--- src/rtl/onehot_scan_encoder.sv ---
// onehot_scan_encoder: serialises a multi-hot request vector into
// one binary index per output handshake, in a fixed scan order.
module onehot_scan_encoder #(
   parameter int N         = 64,
   parameter bit LSB_FIRST = 1'b1,
   localparam int W        = $clog2(N)
) (
   input  logic         clk,
   input  logic         rst_n,
   input  logic         in_valid,
   output logic         in_ready,
   input  logic [N-1:0] in_vec,
   output logic         out_valid,
   input  logic         out_ready,
   output logic [W-1:0] out_idx,
   output logic         out_last,
   output logic         out_zero
);

   typedef enum logic {
      IDLE = 1'b0,
      SCAN = 1'b1
   } state_t;

   state_t         r_state;
   logic [N-1:0]   r_pend;
   logic           r_zflag;

   logic [W-1:0]   w_idx;
   logic           w_found;
   logic           w_multi;
   logic           w_xfer;
   logic [N-1:0]   w_clr;

   // priority encode of pend in the configured scan order
   always_comb begin
      int j;
      j       = 0;
      w_idx   = '0;
      w_found = 1'b0;
      for (int i = 0; i < N; i++) begin
         j = LSB_FIRST ? i : (N - 1 - i);
         if (!w_found && r_pend[j]) begin
            w_idx   = W'(j);
            w_found = 1'b1;
         end
      end
   end

   assign w_multi   = |(r_pend & (r_pend - N'(1)));
   assign w_clr     = N'(1) << w_idx;

   assign out_valid = (r_state == SCAN);
   assign out_idx   = out_valid ? w_idx : '0;
   assign out_last  = out_valid && !w_multi;
   assign out_zero  = out_valid && r_zflag;

   assign w_xfer    = out_valid && out_ready;
   assign in_ready  = (r_state == IDLE) || (w_xfer && out_last);

   // scan state machine: load on accept, retire one bit per transfer
   always_ff @(posedge clk) begin
      if (!rst_n) begin
         r_state <= IDLE;
         r_pend  <= '0;
         r_zflag <= 1'b0;
      end else begin
         unique case (r_state)
            IDLE: begin
               if (in_valid) begin
                  r_pend  <= in_vec;
                  r_zflag <= (in_vec == '0);
                  r_state <= SCAN;
               end
            end
            SCAN: begin
               if (w_xfer) begin
                  if (!out_last) begin
                     r_pend <= r_pend & ~w_clr;
                  end else if (in_valid) begin
                     r_pend  <= in_vec;
                     r_zflag <= (in_vec == '0);
                  end else begin
                     r_pend  <= '0;
                     r_zflag <= 1'b0;
                     r_state <= IDLE;
                  end
               end
            end
            default: r_state <= IDLE;
         endcase
      end
   end

endmodule
--- config.mk ---
export PLATFORM = sky130hd
export DESIGN_NAME = onehot_scan_encoder
export DESIGN_NICKNAME = d
export VERILOG_FILES = /design/src/rtl/onehot_scan_encoder.sv
export SDC_FILE = /design/constraint.sdc
export NUM_CORES = 1
export LEC_CHECK = 0
export ABC_CLOCK_PERIOD_IN_PS = 10100
export CAP_MARGIN = 20
export CELL_PAD_IN_SITES_DETAIL_PLACEMENT = 1
export CELL_PAD_IN_SITES_GLOBAL_PLACEMENT = 2
export CORE_ASPECT_RATIO = 1.5
export CORE_UTILIZATION = 34
export DETAILED_ROUTE_END_ITERATION = 10
export PLACE_DENSITY = 0.85
export SLEW_MARGIN = 40
export SYNTH_ARGS = -nofsm -noshare
export SYNTH_HDL_FRONTEND = slang
export SYNTH_SLANG_ARGS = --single-unit
--- constraint.sdc ---
create_clock -name clk -period 10.1 [get_ports clk]
set_clock_uncertainty 0.15 [all_clocks]
set_input_delay 2.02 -clock clk [delete_from_list [all_inputs] [get_ports clk]]
set_output_delay 2.02 -clock clk [all_outputs]
set_load 0.02 [all_outputs]
==> results_dict.tcl, run 1 <==
set metrics [dict create \
    fmax_mhz 144.8 \
    synth-seq-area-share_pct 26.79 \
    final_antenna_net_count 0 \
    fin_crit_ns 6.907 \
    slew_viol_final 0 \
    syn_area_sq_um 4932 \
    vias 5944 \
    place_congestion 0.9935 \
    worstPathMaxFanout 13 \
    vias_per_cell 6.762 \
    cp.buffers_inverters 1 \
    hold_path.class "register to register" \
    ir_drop_v 0.00008315 \
    cts_tree "built" \
    drc 0 \
    critical_path_class "register to primary output" \
    crit_path_end "out_idx[0]" \
    worst_path_dominant_cell_family "simple AND/OR/NAND/NOR gates" \
    yosys_warnings 0 \
    ys.flop_type "dfxtp_1" \
    core-area_sq_um 14060 \
    startpoint "r_pend[5]" \
    final_cell_mix "clkdlybuf4s50_1, dfxtp_1, nor2_1" \
    clkSinkCount 66 \
    r2r-start "r_pend[5]" \
    path_depth 8 \
    clkTransAtPathRegs_ns 0.06 \
    n_fill_cell 1730 \
    end_kind "primary output" \
    finalHoldViolations 0 \
    holdBufCountCts 0 \
    slowest_delay_ns 0.62 \
    grt_pass1_wl_um 37250 \
    regToRegEndpoint "r_pend[18]" \
    worstPathRequired_ns 7.93 \
    final_common_cell "clkdlybuf4s50_1" \
    start_util_pct 35.08 \
    io_pins 78 \
    tns_ns 0 \
    worstPathArrival_ns 4.74 \
    leakagePower_nw 2.002 \
    slew-limit-headroom_pct 43.86 \
    htree_levels 3 \
    wl_um 25080 \
    die_width_um 100.3 \
    firstDrtPassIters 6 \
    cpMostUsedCell "and3_1" \
    rows 53 \
    tightest_slew_ns 0.8357 \
    synth-seq-cells 66 \
    slowest_stage "clkdlybuf4s50_1" \
    drv_cap 0 \
    synth_cells 639 \
    synth-edff-count 0 \
    area_growth_pct 23.52 \
    yosysUniqueCellTypes 78 \
    cts-root-buf "clkbuf_16" \
    path_cells "nor4_1 > and3_1 > nand4_1 > or2_1 > nor3_1 > a221o_1 > and3_1 > clkdlybuf4s50_1" \
    io_buffers 77 \
    avgSynthCellArea_sq_um 7.719 \
    pre_cts_ws_ns 3.684 \
    setup_viol 0 \
    grt_max_degree 57 \
    rsz0062_at_grt "no" \
    post_drt_wl_per_cell_um 28.53 \
    cts-buffers-inserted 9 \
    dieArea_sq_um 15000 \
    reg2reg_slack_ns 4.85 \
    period_share_pct 68.39 \
    synthArstFlopShare_pct 0 \
    grt.overflow.total 0 \
    cp-start-kind "register" \
    drive_gt1_share_pct 7.715 \
    fp.dieH_um 149.5 \
    n_antenna_cell 0 \
    fin_ws_ns 3.193 \
    grt_usage_pct 34.01 \
    syn-num-nets 707 \
    insertion_delay_ns 0.35 \
    cts_setup_buffers 0 \
    antenna_found_initial 0 \
    drt_iter0_markers 588 \
    nets 750 \
    dpl.hpwl_um 19080 \
    powerDensity_nw_per_um2 158.2 \
    r2r_cells 11 \
    clock_path_buffers 2 \
    grt_pass1_vias 5955 \
    status "finished clean" \
    cts_resized 0 \
]
==> tightest hold or removal path, cell delays in order, from the launching register on <==
cell     delay [ns]
dfxtp_1        0.30
nand2_1        0.05
mux2i_1        0.06
==> cell usage after synthesis, types with 8 or more instances <==
cell | count | area share (%)
a22o_1 | 12 | 2.1
o21ai_0 | 21 | 2.1
o31ai_1 | 20 | 3.0
nor2_1 | 56 | 4.3
or2_2 | 8 | 1.0
a221o_1 | 14 | 2.8
a21oi_1 | 33 | 3.3
inv_1 | 18 | 1.4
buf_2 | 12 | 1.2
or4_1 | 9 | 1.4
dfxtp_1 | 66 | 27
clkbuf_1 | 35 | 2.7
nand2_1 | 49 | 3.7
a32o_1 | 30 | 6.1
nor4_1 | 39 | 4.9
nor3_1 | 30 | 3.0
nand3_1 | 26 | 2.6
nand4_1 | 21 | 2.7
==> registers in the layout (all words and copies together) (netlist names) <==
register	flops
out_valid	1
r_zflag	1
r_pend	64
==> stage by stage <==
step / hold WS (ns) / area, sq um / cells / power (W) / util [%]
4_1_cts: 0.3269 / 6092 / 879 / 0.0009572 / 43.33
3_5_place_dp: 0.3191 / 5819 / 863 / 0.0006567 / 41.39
3_3_place_gp: 0.3050 / 5754 / 862 / 0.0006473 / 40.93
6_report: 0.3155 / 6092 / 879 / 0.0009639 / 43.33
5_1_grt: 0.3591 / 6092 / 879 / 0.001002 / 43.33
2_1_floorplan: 0.2835 / 4932 / 639 / 0.0005121 / -
==> final cells by class <==
| type | count | area [sq um] | area share [%] |
|---|---|---|---|
| Tap cell | 192 | 240.2 | 3.943 |
| Clock buffer | 11 | 242.7 | 3.984 |
| Sequential cell | 66 | 1321 | 21.69 |
| Inverter | 19 | 71.32 | 1.171 |
| Timing Repair Buffer | 85 | 850.8 | 13.97 |
| Multi-Input combinational cell | 501 | 3336 | 54.75 |
| Clock inverter | 5 | 30.03 | 0.4929 |
==> layer usage <==
metal,GRT usage [%],part of all wire (%)
met2,58.90,50
met5,0,0
met3,5.418,5.6
met1,38.70,38
met4,20.87,6.1
==> power breakdown <==
| part | internal, W | switching [W] | total (W) |
|---|---|---|---|
| logic | 0.000123 | 0.000216 | 0.000339 |
| registers | 0.000280 | 0.0000435 | 0.000323 |
| clock network | 0.000172 | 0.000129 | 0.000301 |
| total | 0.000575 | 0.000389 | 0.000964 |
==> how the worst min path moves through the flow <==
| stage | cells past startpoint | from | end | slack [ns] |
|---|---|---|---|---|
| final | 2 | r_zflag | r_zflag | 0.32 |
| after global placement | 2 | r_zflag | r_zflag | 0.31 |
| after CTS | 2 | r_zflag | r_zflag | 0.33 |
| after global routing | 2 | r_zflag | r_zflag | 0.36 |
| after floorplan | 2 | r_zflag | r_zflag | 0.28 |
| after detailed placement | 2 | r_zflag | r_zflag | 0.32 |
==> cells by family after synthesis <==
logic type	count (synthesis)	synth area share, %
fa+ha+maj	2	0.4059
mux	1	0.2030
buf+inv	72	6.697
flops	66	26.79
compound gates	215	34.40
simple gates	283	31.51
(Power assumes the default switching activity.)
==> run 2, diff against run 1 <==
ABC_CLOCK_PERIOD_IN_PS = 6300   (was 10100)
CORE_UTILIZATION = 29   (was 34)
PLACE_DENSITY = 0.77   (was 0.85)
clock period = 6.3 ns   (was 10.1 ns; I/O delays follow)
==> run 2 against run 1 <==
Sequential share of layout area is 0.46 points lower. Clock-buffer cell count is 2 lower. Cell count is 3.6% higher. Worst hold slack better by 0.021 ns. Worst setup slack worse by 2.8 ns. Register-to-register slack worse by 3.6 ns. Critical path depth stayed put. Core utilization is 6.0 points lower. Routed wire length is 1.6% higher. Sequential cell count stayed put. Combinational power is 65% higher.
==> results_dict.tcl, run 2 (synthesis results as in run 1) <==
set metrics [dict create \
    clkSinkCount 66 \
    dr_wl_met2_um 13060 \
    htree_levels 3 \
    fmax_mhz 168.3 \
    setup_viol 0 \
    finalHoldViolations 0 \
    grt.overflow.total 0 \
    area_growth_pct 26.18 \
    worstPathRequired_ns 4.89 \
    cts_setup_buffers 0 \
    clkTransAtPathRegs_ns 0.07 \
    place_congestion 0.9715 \
    grt_pass1_wl_um 38560 \
    critical_path_class "register to primary output" \
    period_share_pct 94.32 \
    largest_reg_flops 64 \
    end_kind "primary output" \
    grt_usage_pct 30.09 \
    worstPathArrival_ns 4.53 \
    cts-buffers-inserted 9 \
    pre_cts_ws_ns 0.8226 \
    insertion_delay_ns 0.36 \
    highest_layer "met4" \
    vias 5878 \
    dieArea_sq_um 17540 \
    clock_path_buffers 2 \
    cts_tree "built" \
    path_cells "nor4_2 > and4_1 > nand4_1 > or2_1 > o41ai_1 > nand4_1 > nor4_1 > clkdlybuf4s50_1" \
    cts_resized 0 \
    firstDrtPassIters 5 \
    slowest_stage "nor4_2" \
    grt_max_degree 31 \
    met3_length_um 886 \
    drv_cap 0 \
    drive_gt1_share_pct 9.558 \
    final_antenna_net_count 0 \
    drt_iter0_markers 364 \
    cp.buffers_inverters 1 \
    core-area_sq_um 16690 \
    hold_path.class "register to register" \
    io_pins 78 \
    die_width_um 108.5 \
    cp-start-kind "register" \
    final_common_cell "clkdlybuf4s50_1" \
    drc 0 \
    cpMostUsedCell "nand4_1" \
    tns_ns 0 \
    antenna_found_initial 0 \
    tightest_slew_ns 0.8333 \
    rows 58 \
    holdBufCountCts 0 \
    leakagePower_nw 2.063 \
    worst_path_dominant_cell_family "simple AND/OR/NAND/NOR gates" \
    fp.dieH_um 161.7 \
    cts-root-buf "clkbuf_16" \
    drt-met1-wl_um 9895 \
    nets 764 \
    io_buffers 77 \
    regMostFlops "r_pend" \
    grt_pass1_vias 6250 \
    vias_per_cell 6.452 \
    wl_um 25470 \
    start_util_pct 29.55 \
    status "finished clean" \
    slew-limit-headroom_pct 43.69 \
    fin_crit_ns 5.942 \
    ir_drop_v 0.0001228 \
    slowest_delay_ns 0.75 \
    slew_viol_final 0 \
    fin_ws_ns 0.3581 \
    post_drt_wl_per_cell_um 27.96 \
    n_antenna_cell 0 \
    final_cell_mix "clkdlybuf4s50_1, dfxtp_1, nor2_1" \
    worstPathMaxFanout 11 \
    dpl.hpwl_um 19980 \
    powerDensity_nw_per_um2 254.3 \
    rsz0062_at_grt "no" \
]
run 2: changes by cell type in the layout (fill, tap and decap cells not counted), moves of 2 or more:
cell	delta
buf_4	+13
clkinv_2	-2
inv_6	+2
nor3_2	+2
run 2: worst register-to-register path: stages (launching register included):
cell and delay (ns):
dfxtp_1 0.36, nor4_2 0.75, and4_1 0.47, nand4_1 0.47, or2_1 0.45, o41ai_1 0.26, nand4_1 0.31, o41ai_4 0.43
and3_2 0.61, buf_4 0.46, a221o_1 0.25
run 2: worst paths after layout:
path                                  from  depth (start not counted)         end  slack [ns]
worst max-delay path            r_pend[24]                          8    out_last        0.36
worst min-delay path               r_zflag                          2     r_zflag        0.34
worst max register to register  r_pend[24]                         10  r_pend[44]        1.28
worst min register to register     r_zflag                          2     r_zflag        0.34
run 2: area by class of cell:
class	instances	area (sq um)
fill	2045	10470
multi-input combinational	501	3326
inverter	19	71.32
clock inverter	7	53.80
tap	210	262.8
timing repair buffer	99	963.4
clock buffer	9	225.2
sequential	66	1321
run 2: per-layer routing:
| layer | up-vias | global-route usage [%] |
|---|---|---|
| li1 | 2664 | - |
| met1 | 2954 | 33.54 |
| met2 | 198 | 52.99 |
| met3 | 62 | 3.732 |
| met4 | 0 | 19.16 |
| met5 | - | 0 |
run 2: power by group:
group / switching [W] / total [W] / internal (W)
clock: 0.000238 / 0.000507 / 0.000269
sequential: 0.0000694 / 0.000518 / 0.000449
combinational: 0.000346 / 0.000558 / 0.000211
total: 0.000653 / 0.00158 / 0.000929
run 2: stage by stage:
step	util, %	hold WS, ns	area (sq um)	power [W]	std cells
3_3_place_gp	35.19	0.3259	5874	0.001056	893
2_1_floorplan	-	0.2835	4932	0.0008210	639
5_1_grt	37.29	0.3696	6223	0.001637	911
6_report	37.29	0.3360	6223	0.001583	911
3_5_place_dp	35.58	0.3323	5939	0.001070	895
4_1_cts	37.26	0.3415	6218	0.001574	911
